<file path="src/rtl/if_id_fetch_stage.sv">
// if_id_fetch_stage: fetch-side pipeline stage owning the PC and IF/ID register.
// Applies reset, mem freeze, branch flush and load-use hold in priority order.
//
// Ports:
//   clk_i             clock, all state updates on the rising edge
//   rst_i             synchronous active-high reset
//   pc_write_i        0 = hold PC (load-use)
//   stall_i           1 = hold IF/ID (load-use)
//   mem_stall_i       1 = freeze the whole stage (data-cache miss)
//   flush_i           1 = branch taken in ID, redirect and squash
//   branch_target_i   redirect PC, used when flush_i=1
//   instr_i           instruction memory data for pc_o
//   pc_o              current fetch PC
//   if_id_pc_o        PC of the instruction held in IF/ID
//   if_id_instr_o     instruction held in IF/ID
//   if_id_valid_o     1 = IF/ID holds a real instruction
//   hold_state_o      why the last edge held: 0 RUN, 1 LOAD_USE, 2 MEM, 3 FLUSH
//   stall_cycles_o    saturating count of LOAD_USE/MEM edges
//
// Optional feature macro: STALL_COUNT_EN
//   defined   -> stall_cycles_o is a saturating held-edge counter
//   undefined -> stall_cycles_o is tied to zero, no counter is built

module if_id_fetch_stage #(
    parameter logic [31:0] RESET_PC  = 32'h0000_0000,
    parameter logic [31:0] NOP_INSTR = 32'h0000_0000
) (
    input  logic        clk_i,
    input  logic        rst_i,
    input  logic        pc_write_i,
    input  logic        stall_i,
    input  logic        mem_stall_i,
    input  logic        flush_i,
    input  logic [31:0] branch_target_i,
    input  logic [31:0] instr_i,
    output logic [31:0] pc_o,
    output logic [31:0] if_id_pc_o,
    output logic [31:0] if_id_instr_o,
    output logic        if_id_valid_o,
    output logic [1:0]  hold_state_o,
    output logic [31:0] stall_cycles_o
);

    localparam logic [1:0] HS_RUN      = 2'd0;
    localparam logic [1:0] HS_LOAD_USE = 2'd1;
    localparam logic [1:0] HS_MEM      = 2'd2;
    localparam logic [1:0] HS_FLUSH    = 2'd3;

    typedef struct packed {
        logic [31:0] pc;
        logic [31:0] instr;
        logic        valid;
    } if_id_t;

    localparam if_id_t IF_ID_BUBBLE = '{
        pc:    32'h0,
        instr: NOP_INSTR,
        valid: 1'b0
    };

    logic [31:0] pc_q;
    logic [31:0] pc_d;
    if_id_t      if_id_q;
    if_id_t      if_id_d;
    logic [1:0]  hold_q;
    logic [1:0]  hold_d;

    // One-hot priority selects; each term masks every higher priority.
    logic sel_mem;
    logic sel_flush;
    logic sel_lu;
    logic sel_run;

    // Either half of the load-use pair alone forces a full hold so a
    // mismatched pair can never drop or duplicate an instruction.
    assign sel_mem   = mem_stall_i;
    assign sel_flush = !mem_stall_i && flush_i;
    assign sel_lu    = !mem_stall_i && !flush_i
                    && (stall_i || !pc_write_i);
    assign sel_run   = !mem_stall_i && !flush_i
                    && !stall_i && pc_write_i;

    always_comb begin
        pc_d    = pc_q;
        if_id_d = if_id_q;
        hold_d  = hold_q;
        unique case (1'b1)
            sel_mem: begin
                hold_d = HS_MEM;
            end
            sel_flush: begin
                pc_d    = branch_target_i;
                if_id_d = IF_ID_BUBBLE;
                hold_d  = HS_FLUSH;
            end
            sel_lu: begin
                hold_d = HS_LOAD_USE;
            end
            sel_run: begin
                pc_d    = pc_q + 32'd4;
                if_id_d = '{
                    pc:    pc_q,
                    instr: instr_i,
                    valid: 1'b1
                };
                hold_d  = HS_RUN;
            end
            default: begin
                hold_d = hold_q;
            end
        endcase
    end

    always_ff @(posedge clk_i) begin
        if (rst_i) begin
            pc_q    <= RESET_PC;
            if_id_q <= IF_ID_BUBBLE;
            hold_q  <= HS_RUN;
        end else begin
            pc_q    <= pc_d;
            if_id_q <= if_id_d;
            hold_q  <= hold_d;
        end
    end

    assign pc_o          = pc_q;
    assign if_id_pc_o    = if_id_q.pc;
    assign if_id_instr_o = if_id_q.instr;
    assign if_id_valid_o = if_id_q.valid;
    assign hold_state_o  = hold_q;

`ifdef STALL_COUNT_EN
    logic [31:0] stall_cnt_q;
    logic [31:0] stall_cnt_d;
    logic        stall_hit;

    // Flush edges are not stalls and are not counted.
    assign stall_hit = sel_mem || sel_lu;

    always_comb begin
        stall_cnt_d = stall_cnt_q;
        if (stall_hit && (stall_cnt_q != 32'hFFFF_FFFF)) begin
            stall_cnt_d = stall_cnt_q + 32'd1;
        end
    end

    always_ff @(posedge clk_i) begin
        if (rst_i) begin
            stall_cnt_q <= 32'h0;
        end else begin
            stall_cnt_q <= stall_cnt_d;
        end
    end

    assign stall_cycles_o = stall_cnt_q;
`else
    assign stall_cycles_o = 32'h0;
`endif

endmodule

</file>
<file path="config.mk">
export PLATFORM = sky130hd
export DESIGN_NAME = if_id_fetch_stage
export DESIGN_NICKNAME = d
export VERILOG_FILES = /design/src/rtl/if_id_fetch_stage.sv
export SDC_FILE = /design/constraint.sdc
export NUM_CORES = 1
export LEC_CHECK = 0
export ABC_AREA = 1
export ABC_CLOCK_PERIOD_IN_PS = 1900
export BUFFER_PORTS_ARGS = -buffer_cell sky130_fd_sc_hd__buf_2
export CAP_MARGIN = 20
export CORE_ASPECT_RATIO = 2
export CORE_UTILIZATION = 50
export CTS_BUF_LIST = sky130_fd_sc_hd__clkbuf_8
export CTS_CLUSTER_DIAMETER = 80
export DETAILED_ROUTE_END_ITERATION = 12
export HOLD_SLACK_MARGIN = 0.03
export PLACE_DENSITY = 0.88
export SETUP_SLACK_MARGIN = 0.15
export SLEW_MARGIN = 30
export SYNTH_ARGS = -nofsm -noshare
export SYNTH_HDL_FRONTEND = slang
export SYNTH_SLANG_ARGS = --single-unit
</file>
<file path="constraint.sdc">
create_clock -name clk_i -period 1.9 [get_ports clk_i]
set_input_delay 0.38 -clock clk_i [delete_from_list [all_inputs] [get_ports clk_i]]
set_output_delay 0.38 -clock clk_i [all_outputs]
set_load 0.05 [all_outputs]
</file>
==> flow_metrics.tcl, run 1 <==
set metrics [dict create \
    io_buffers 168 \
    fillers 920 \
    holdBufCountCts 0 \
    start_util_pct 51.4 \
    clock-sinks 99 \
    design.core.area_sq_um 9760 \
    clockBufferDepth 2 \
    cts_resized 0 \
    cp_max_fo 6 \
    synth_flop_cell "dfxtp_1" \
    critPathBufInv 1 \
    synth-edff-count 0 \
    cts_buffers 9 \
    r2r_cells 10 \
    async_reset_ff_share_pct 0 \
    maxSlewHeadroom_pct 65.6 \
    finalHoldViolCount 0 \
    synth_area_per_cell_sq_um 6.69 \
    worst_setup_path_start_kind "flip-flop" \
    fin_ws_ns 0.342 \
    antenna_left 0 \
    vias 5221 \
    nNetsFinal 978 \
    dp_hpwl_mm 10.5 \
    worstMarginPinSlew_ns 0.516 \
    die_y_um 144 \
    ys_seq_elements 99 \
    irDropWorstVdd_mv 0.444 \
    cts_tree "built" \
    layout-drive-gt1-share_pct 25.1 \
    min_delay_path_depth 3 \
    path_class "reg2out" \
    fin_hold_ws_ns 0.255 \
    ctsRootBufferMaster "clkbuf_8" \
    hold_start "branch_target_i[1]" \
    grt_start_max_net_pins 60 \
    dp_cells 1028 \
    cp-end-kind "primary output" \
    drt-pass1-iter-count 5 \
    power_density_nw_per_um2 734 \
    rows 51 \
    clk_pin_slew_ns 0.10 \
    setup_viol_count_final 0 \
    hold_end "pc_o[1]$_SDFFE_PP0P_" \
    r2r_start "pc_o[2]$_SDFFE_PP0P_" \
    drv_cap 0 \
    yosysSeqAreaShare_pct 39.5 \
    netlist_area_sq_um 5010 \
    die-area_sq_um 10500 \
    areaGrowthSynthToFinish_pct 21.2 \
    wl_per_cell_um 13.5 \
    max_freq_mhz 642 \
    reg2reg_slack_ns 0.35 \
    drv_slew 0 \
    io_pins 201 \
    netlist_instances 749 \
    drt_iter0_drc 260 \
    via_per_inst 5.00 \
    yosysWarnings 0 \
    max_stage_delay_ns 0.49 \
    dpl_worst_slack_ns 0.314 \
    post_cts_buffers 0 \
    crit_chain "buf_2" \
    rsz0062_at_grt "no" \
    outcome "finished clean" \
    antenna_found_initial 0 \
    fin_skew_ns 0.0159 \
    fin_setup_tns_ns 0 \
    ys_types 30 \
    finalNonFillerCells 1044 \
    worstPathArrival_ns 1.18 \
    wl_mm 14.1 \
    path_depth 1 \
    min_period_over_period_pct 82.0 \
    required_ns 1.52 \
    htreeDepth 3 \
    min_period_ns 1.56 \
    die_w_um 72.8 \
    crit_slowest_cell "dfxtp_1" \
    gp_congestion 0.937 \
    hold_path_class "in2reg" \
    grt_pass1_vias 4724 \
    rr_endpoint "pc_o[24]$_SDFFE_PP0P_" \
    route.detailed.drc 0 \
    cp_top_family "flip-flops" \
    clock_latency_ns 0.37 \
    leakage_nw 2.92 \
    track_usage_pct 26.7 \
    grt_overflow 0 \
    grt_pass1_wl_mm 21.5 \
    diodes 0 \
]
## logic make-up after synthesis
| group | count (synthesis) | share of synthesized area (%) |
|---|---|---|
| compound gates | 136 | 14.1 |
| flops | 99 | 39.5 |
| simple gates | 362 | 30.9 |
| xor+xnor | 1 | 0.175 |
| buf+inv | 149 | 14.9 |
| fa+ha+maj | 1 | 0.250 |
| other cells | 1 | 0.0748 |
## report_power, final
group | switching (mW) | internal (mW) | leakage (nW)
clock | 0.724 | 0.634 | 0.101
combinational | 0.659 | 0.217 | 2.01
sequential | 0.0844 | 2.14 | 0.806
## state kept, by name, summed over array words and instances (netlist names)
register and flops:
if_id_pc_o 32, hold_state_o 2, pc_o 32, if_id_valid_o 1
if_id_instr_o 32
## worst max path at each step
stage	endpoint	slack [ns]	start
2_1_floorplan	pc_o[22]$_SDFFE_PP0P_	0.24	pc_o[5]$_SDFFE_PP0P_
3_3_place_gp	pc_o[28]$_SDFFE_PP0P_	0.33	flush_i
3_5_place_dp	pc_o[28]$_SDFFE_PP0P_	0.31	flush_i
4_1_cts	pc_o[8]	0.33	pc_o[8]$_SDFFE_PP0P_
5_1_grt	pc_o[28]$_SDFFE_PP0P_	0.21	pc_o[2]$_SDFFE_PP0P_
6_report	pc_o[28]	0.34	pc_o[28]$_SDFFE_PP0P_
## cells in the final DEF (no fill, tap or decap)
cell	synthesis	layout
a21oi_1	73	73
a31oi_1	2	2
and2_1	2	2
buf_12	0	6
buf_2	10	168
buf_4	43	8
bufinv_16	0	1
clkbuf_8	0	10
clkinv_2	0	1
clkinvlp_4	0	2
conb_1	1	32
dfxtp_1	99	97
dfxtp_2	0	2
ha_1	1	1
inv_1	77	79
inv_2	6	6
nand2_1	218	218
nand2_2	6	6
nand2_4	1	1
nand3_1	39	39
nand3_2	2	2
nand4_1	1	1
nor2_1	74	74
nor2_2	6	6
nor2_4	8	8
nor2_8	1	1
nor3_1	1	1
o211ai_1	5	5
o21ai_0	42	42
o21ai_1	9	9
o21bai_1	5	5
or2_0	2	2
or2_2	1	1
xor2_1	1	1
## routing by layer
metal  vias up  track usage (%)  routed length [um]
met1      2354             25.7                4980
met5         -                0                   0
met3        51             4.21                 790
met2       222             50.4                7670
met4         0             18.0                 638
li1       2594                -                   -
## per-stage QoR
stage                     total power, mW  area, sq um  utilization [%]
final                                4.46         6080             62.2
after global placement               3.14         5880             60.2
after floorplan                      2.95         5130                -
after global routing                 4.64         6080             62.2
after CTS                            4.48         6080             62.2
after detailed placement             3.15         5880             60.2
## cell usage after synthesis (all sizes together), types with 2 or more instances
master  count  area, sq um
o21bai      5         37.5
nand2     225          867
a21oi      73          365
o211ai      5         37.5
clkbuf     11         41.3
or2         3         18.8
nor2       89          425
dfxtp      99         1980
a31oi       2         12.5
o21ai      51          255
buf        55          395
inv        83          312
and2        2         12.5
nand3      41          215
## layout make-up
| class | instances | area (sq um) | area share, % |
|---|---|---|---|
| Tap cell | 132 | 165 | 2.72 |
| Clock inverter | 6 | 57.6 | 0.947 |
| Inverter | 83 | 312 | 5.13 |
| Multi-Input combinational cell | 532 | 2400 | 39.5 |
| Sequential cell | 99 | 1980 | 32.7 |
| Clock buffer | 10 | 138 | 2.26 |
| Timing Repair Buffer | 182 | 1020 | 16.8 |
No activity file was read; power rests on OpenSTA's default activity.
==> inputs of run 2 (changes only) <==
--- a/config.mk
+++ b/config.mk
@@ -6,7 +6,7 @@
 export NUM_CORES = 1
 export LEC_CHECK = 0
 export ABC_AREA = 1
-export ABC_CLOCK_PERIOD_IN_PS = 1900
+export ABC_CLOCK_PERIOD_IN_PS = 1600
 export BUFFER_PORTS_ARGS = -buffer_cell sky130_fd_sc_hd__buf_2
 export CAP_MARGIN = 20
 export CORE_ASPECT_RATIO = 2
==> constraint.sdc (replaced) <==
create_clock -name clk_i -period 1.6 [get_ports clk_i]
set_input_delay 0.32 -clock clk_i [delete_from_list [all_inputs] [get_ports clk_i]]
set_output_delay 0.32 -clock clk_i [all_outputs]
set_load 0.05 [all_outputs]
==> flow_metrics.tcl, run 2 (same netlist as run 1, synthesis figures left out) <==
set metrics [dict create \
    clock-sinks 99 \
    cts_tree "built" \
    cp_max_fo 4 \
    layout-drive-gt1-share_pct 30.8 \
    crit_top_cell "nand2_1" \
    most-common-layout-cells "nand2_1, buf_2, inv_1, a21oi_1, dfxtp_1" \
    rsz0062_at_grt "yes" \
    max_freq_mhz 687 \
    fin_setup_tns_ns 0 \
    areaGrowthSynthToFinish_pct 26.7 \
    ctsRootBufferMaster "clkbuf_8" \
    irDropWorstVdd_mv 0.431 \
    grt_pass1_vias 4772 \
    design.core.area_sq_um 9760 \
    leakage_nw 3.05 \
    drv_slew 0 \
    rows 51 \
    mostFrequentLayoutCell "nand2_1" \
    worstPathArrival_ns 1.74 \
    grt_overflow 0 \
    die_y_um 144 \
    fin_skew_ns 0.00559 \
    antenna_left 0 \
    clockBufferDepth 2 \
    start_util_pct 51.4 \
    die_w_um 72.8 \
    io_pins 201 \
    clk_pin_slew_ns 0.11 \
    path_class "reg2reg" \
    wl_per_cell_um 13.4 \
    antenna_found_initial 0 \
    grt_pass1_wl_mm 21.7 \
    power_density_nw_per_um2 826 \
    finalNonFillerCells 1062 \
    min_period_over_period_pct 91.0 \
    finalHoldViolCount 0 \
    crit_chain "ha_4, nand2_4, nor2_4, nand2_4, nor2_4, nand2_1, nand2_1, nand3_1, nand2_1, inv_1" \
    holdBufCountCts 0 \
    min_period_ns 1.46 \
    outcome "finished clean" \
    cp-end-kind "flip-flop" \
    hold_path_class "in2reg" \
    clock_latency_ns 0.37 \
    die-area_sq_um 10500 \
    nNetsFinal 996 \
    track_usage_pct 26.9 \
    dp_hpwl_mm 10.2 \
    via_per_inst 5.02 \
    htreeDepth 3 \
    cts_buffers 9 \
    vias 5334 \
    setup_viol_count_final 0 \
    required_ns 1.89 \
    drv_cap 0 \
    drt-pass1-iter-count 5 \
    worst_setup_path_start_kind "flip-flop" \
    grt_start_max_net_pins 72 \
    dp_cells 1030 \
    route.detailed.drc 0 \
    gp_congestion 0.869 \
    max_stage_delay_ns 0.39 \
    io_buffers 168 \
    diodes 0 \
    drt_iter0_drc 257 \
    crit_slowest_cell "dfxtp_4" \
    wl_mm 14.3 \
]
## run 2: cell count changes in the layout (fill, tap and decap cells not counted), moves of 3 or more
cell / before / now
dfxtp_1: 97 / 73
buf_4: 8 / 29
dfxtp_2: 2 / 16
dfxtp_4: 0 / 10
nor2_1: 74 / 68
buf_2: 168 / 163
nand2_1: 218 / 214
nor2_4: 8 / 12
clkinv_4: 0 / 3
## run 2: repair_timing
item	CTS	global route
gates resized for setup	5	29
buffers inserted	3	13
pin swaps	2	20
setup endpoints to repair	12	27
## run 2: layout make-up
type	instances	area [sq um]
clock buffers	9	124
well taps	132	165
repair buffers	200	1170
clock inverters	7	60.1
fillers	899	3410
inverters	83	312
multi-input cells	532	2480
flip-flops and latches	99	2040
## run 2: worst paths after layout
| path | from | slack (ns) | to | cells past startpoint |
|---|---|---|---|---|
| hold reg to reg | if_id_instr_o[25]$_SDFFE_PP0P_ | 0.46 | if_id_instr_o[25]$_SDFFE_PP0P_ | 2 |
| setup / recovery | pc_o[2]$_SDFFE_PP0P_ | 0.14 | pc_o[30]$_SDFFE_PP0P_ | 10 |
| hold / removal | instr_i[10] | 0.17 | if_id_instr_o[10]$_SDFFE_PP0P_ | 3 |
| setup reg to reg | pc_o[2]$_SDFFE_PP0P_ | 0.14 | pc_o[30]$_SDFFE_PP0P_ | 10 |
## run 2: report_power, final
group	switching [mW]	internal [mW]
logic	0.782	0.270
registers	0.103	2.55
clock network	0.953	0.591
total	1.84	3.41
## run 2: critical path: cells and delay by family, from the launching register on
| kind | cells | cell delay [ns] |
|---|---|---|
| AND/OR/NAND/NOR | 8 | 0.80 |
| flip-flops | 1 | 0.39 |
| adder cells (fa/ha/maj) | 1 | 0.15 |
| buffers and inverters | 1 | 0.03 |
## run 2: metal layers
layer	share of wire (%)	wire (um)	global-route usage, %	up-vias
met5	0	0	0	-
met4	5.1	730	16.9	0
met3	6.4	915	6.38	52
met2	53	7620	48.6	245
met1	35	5000	26.9	2401
li1	-	-	-	2636
## run 2: metrics by stage
stage                     area [sq um]  util, %  worst slack, ns  total power, mW  hold slack, ns
after floorplan                   5180        -            0.125             3.51           0.440
after global placement            5950     60.9           0.0771             3.73           0.444
after detailed placement          5950     60.9           0.0523             3.74           0.449
after CTS                         6170     63.2            0.147             5.26           0.165
after global routing              6350     65.1           0.0434             5.46           0.149
final                             6350     65.1            0.145             5.25           0.172
==> inputs of run 3 (changes only) <==
--- a/config.mk
+++ b/config.mk
@@ -7,7 +7,7 @@
 export LEC_CHECK = 0
 export ABC_AREA = 1
 export ABC_CLOCK_PERIOD_IN_PS = 1600
-export BUFFER_PORTS_ARGS = -buffer_cell sky130_fd_sc_hd__buf_2
+export BUFFER_PORTS_ARGS = -buffer_cell sky130_fd_sc_hd__buf_4
 export CAP_MARGIN = 20
 export CORE_ASPECT_RATIO = 2
 export CORE_UTILIZATION = 50
@@ -16,6 +16,7 @@
 export DETAILED_ROUTE_END_ITERATION = 12
 export HOLD_SLACK_MARGIN = 0.03
 export PLACE_DENSITY = 0.88
+export RECOVER_POWER = 25
 export SETUP_SLACK_MARGIN = 0.15
 export SLEW_MARGIN = 30
 export SYNTH_ARGS = -nofsm -noshare
==> flow_metrics.tcl, run 3 (same netlist as run 1, synthesis figures left out) <==
set metrics [dict create \
    outcome "finished clean" \
    antenna_left 0 \
    htreeDepth 3 \
    crit_chain "ha_4, nand2_4, nor2_4, nand2_4, nor2_4, buf_4, o21ai_1, o21bai_1, inv_1" \
    min_period_ns 1.48 \
    max_stage_delay_ns 0.39 \
    worst_setup_path_start_kind "flip-flop" \
    io_buffers 168 \
    hold_path_class "in2reg" \
    die-area_sq_um 10500 \
    via_per_inst 5.05 \
    mostFrequentLayoutCell "nand2_1" \
    critPathBufInv 2 \
    power_density_nw_per_um2 862 \
    layout-drive-gt1-share_pct 29.4 \
    max_freq_mhz 674 \
    leakage_nw 3.09 \
    worstMarginPinSlew_ns 1.34 \
    wl_mm 14.8 \
    worstPathArrival_ns 1.75 \
    irDropWorstVdd_mv 0.740 \
    clk_pin_slew_ns 0.10 \
    ctsRootBufferMaster "clkbuf_8" \
    rsz0062_at_grt "yes" \
    io_pins 201 \
    clockBufferDepth 2 \
    path_class "reg2reg" \
    drt-pass1-iter-count 5 \
    min_period_over_period_pct 92.7 \
    cp_top_family "simple AND/OR/NAND/NOR gates" \
    start_util_pct 51.4 \
    most-common-layout-cells "nand2_1, buf_4, inv_1, dfxtp_1, a21oi_1" \
    cp-end-kind "flip-flop" \
    required_ns 1.87 \
    nNetsFinal 988 \
    clock-sinks 99 \
    cp_max_fo 6 \
    design.core.area_sq_um 9760 \
    gp_congestion 0.935 \
    dp_hpwl_mm 10.8 \
    vias 5326 \
    dp_cells 1032 \
    crit_slowest_cell "dfxtp_4" \
    maxSlewHeadroom_pct 10.6 \
    fin_skew_ns 0.00861 \
    cts_tree "built" \
    rows 51 \
    antenna_found_initial 0 \
    track_usage_pct 27.6 \
    clock_latency_ns 0.37 \
    finalHoldViolCount 0 \
    cts_buffers 9 \
    grt_pass1_vias 4745 \
    route.detailed.drc 0 \
    drt_iter0_drc 320 \
    grt_overflow 0 \
    areaGrowthSynthToFinish_pct 34.0 \
    drv_cap 0 \
    fin_setup_tns_ns 0 \
    setup_viol_count_final 0 \
    finalNonFillerCells 1054 \
    diodes 0 \
    wl_per_cell_um 14.0 \
    die_w_um 72.8 \
    die_y_um 144 \
    drv_slew 0 \
    grt_start_max_net_pins 72 \
    grt_pass1_wl_mm 22.1 \
]
==> run 3: per-layer routing <==
metal | GRT usage [%] | wire, um | part of all wire, % | vias up
li1 | - | - | - | 2616
met3 | 4.35 | 919 | 6.2 | 53
met1 | 26.6 | 5040 | 34 | 2402
met5 | 0 | 0 | 0 | -
met4 | 16.2 | 728 | 4.9 | 0
met2 | 52.9 | 8080 | 55 | 255
==> run 3: worst paths after layout <==
path,from,endpoint,slack [ns],cells past startpoint
setup / recovery,pc_o[2]$_SDFFE_PP0P_,pc_o[14]$_SDFFE_PP0P_,0.12,9
hold / removal,branch_target_i[1],pc_o[1]$_SDFFE_PP0P_,0.19,3
setup reg to reg,pc_o[2]$_SDFFE_PP0P_,pc_o[14]$_SDFFE_PP0P_,0.12,9
hold reg to reg,if_id_pc_o[10]$_SDFFE_PP0P_,if_id_pc_o[10]$_SDFFE_PP0P_,0.46,2
==> run 3: metrics by stage <==
step	setup WS [ns]	hold slack [ns]	total power, mW	cell area, sq um	utilization (%)
detailed placement	0.121	0.452	3.85	6380	65.4
global route	0.0541	0.182	5.99	6720	68.8
CTS	0.134	0.171	5.82	6640	68.1
floorplan	0.125	0.440	3.51	5180	-
finish	0.117	0.186	5.79	6720	68.8
global placement	0.127	0.447	3.83	6380	65.4
==> run 3: where the power goes <==
part | internal [mW] | switching [mW] | total, mW
registers | 2.55 | 0.111 | 2.66
clock network | 1.06 | 0.935 | 1.99
logic | 0.351 | 0.785 | 1.14
total | 3.96 | 1.83 | 5.79
==> run 3: layout make-up <==
cell class	instances	area, sq um
inverter	83	312
tap	132	165
multi-input combinational	532	2460
sequential	99	2030
clock buffer	9	124
clock inverter	7	124
timing repair buffer	192	1500
fill	859	3040
==> run 3: worst register-to-register path, stage by stage, from the launching register on <==
cell and delay (ns):
dfxtp_4 0.39, ha_4 0.15, nand2_4 0.06, nor2_4 0.15, nand2_4 0.12, nor2_4 0.15
buf_4 0.14, o21ai_1 0.05, o21bai_1 0.12, inv_1 0.05
==> run 3: what timing repair did <==
action,CTS,global route
endpoints found under the setup margin,8,20
gates resized for setup,2,19
pin swaps,2,10
hold buffers,0,0
buffers inserted,1,5
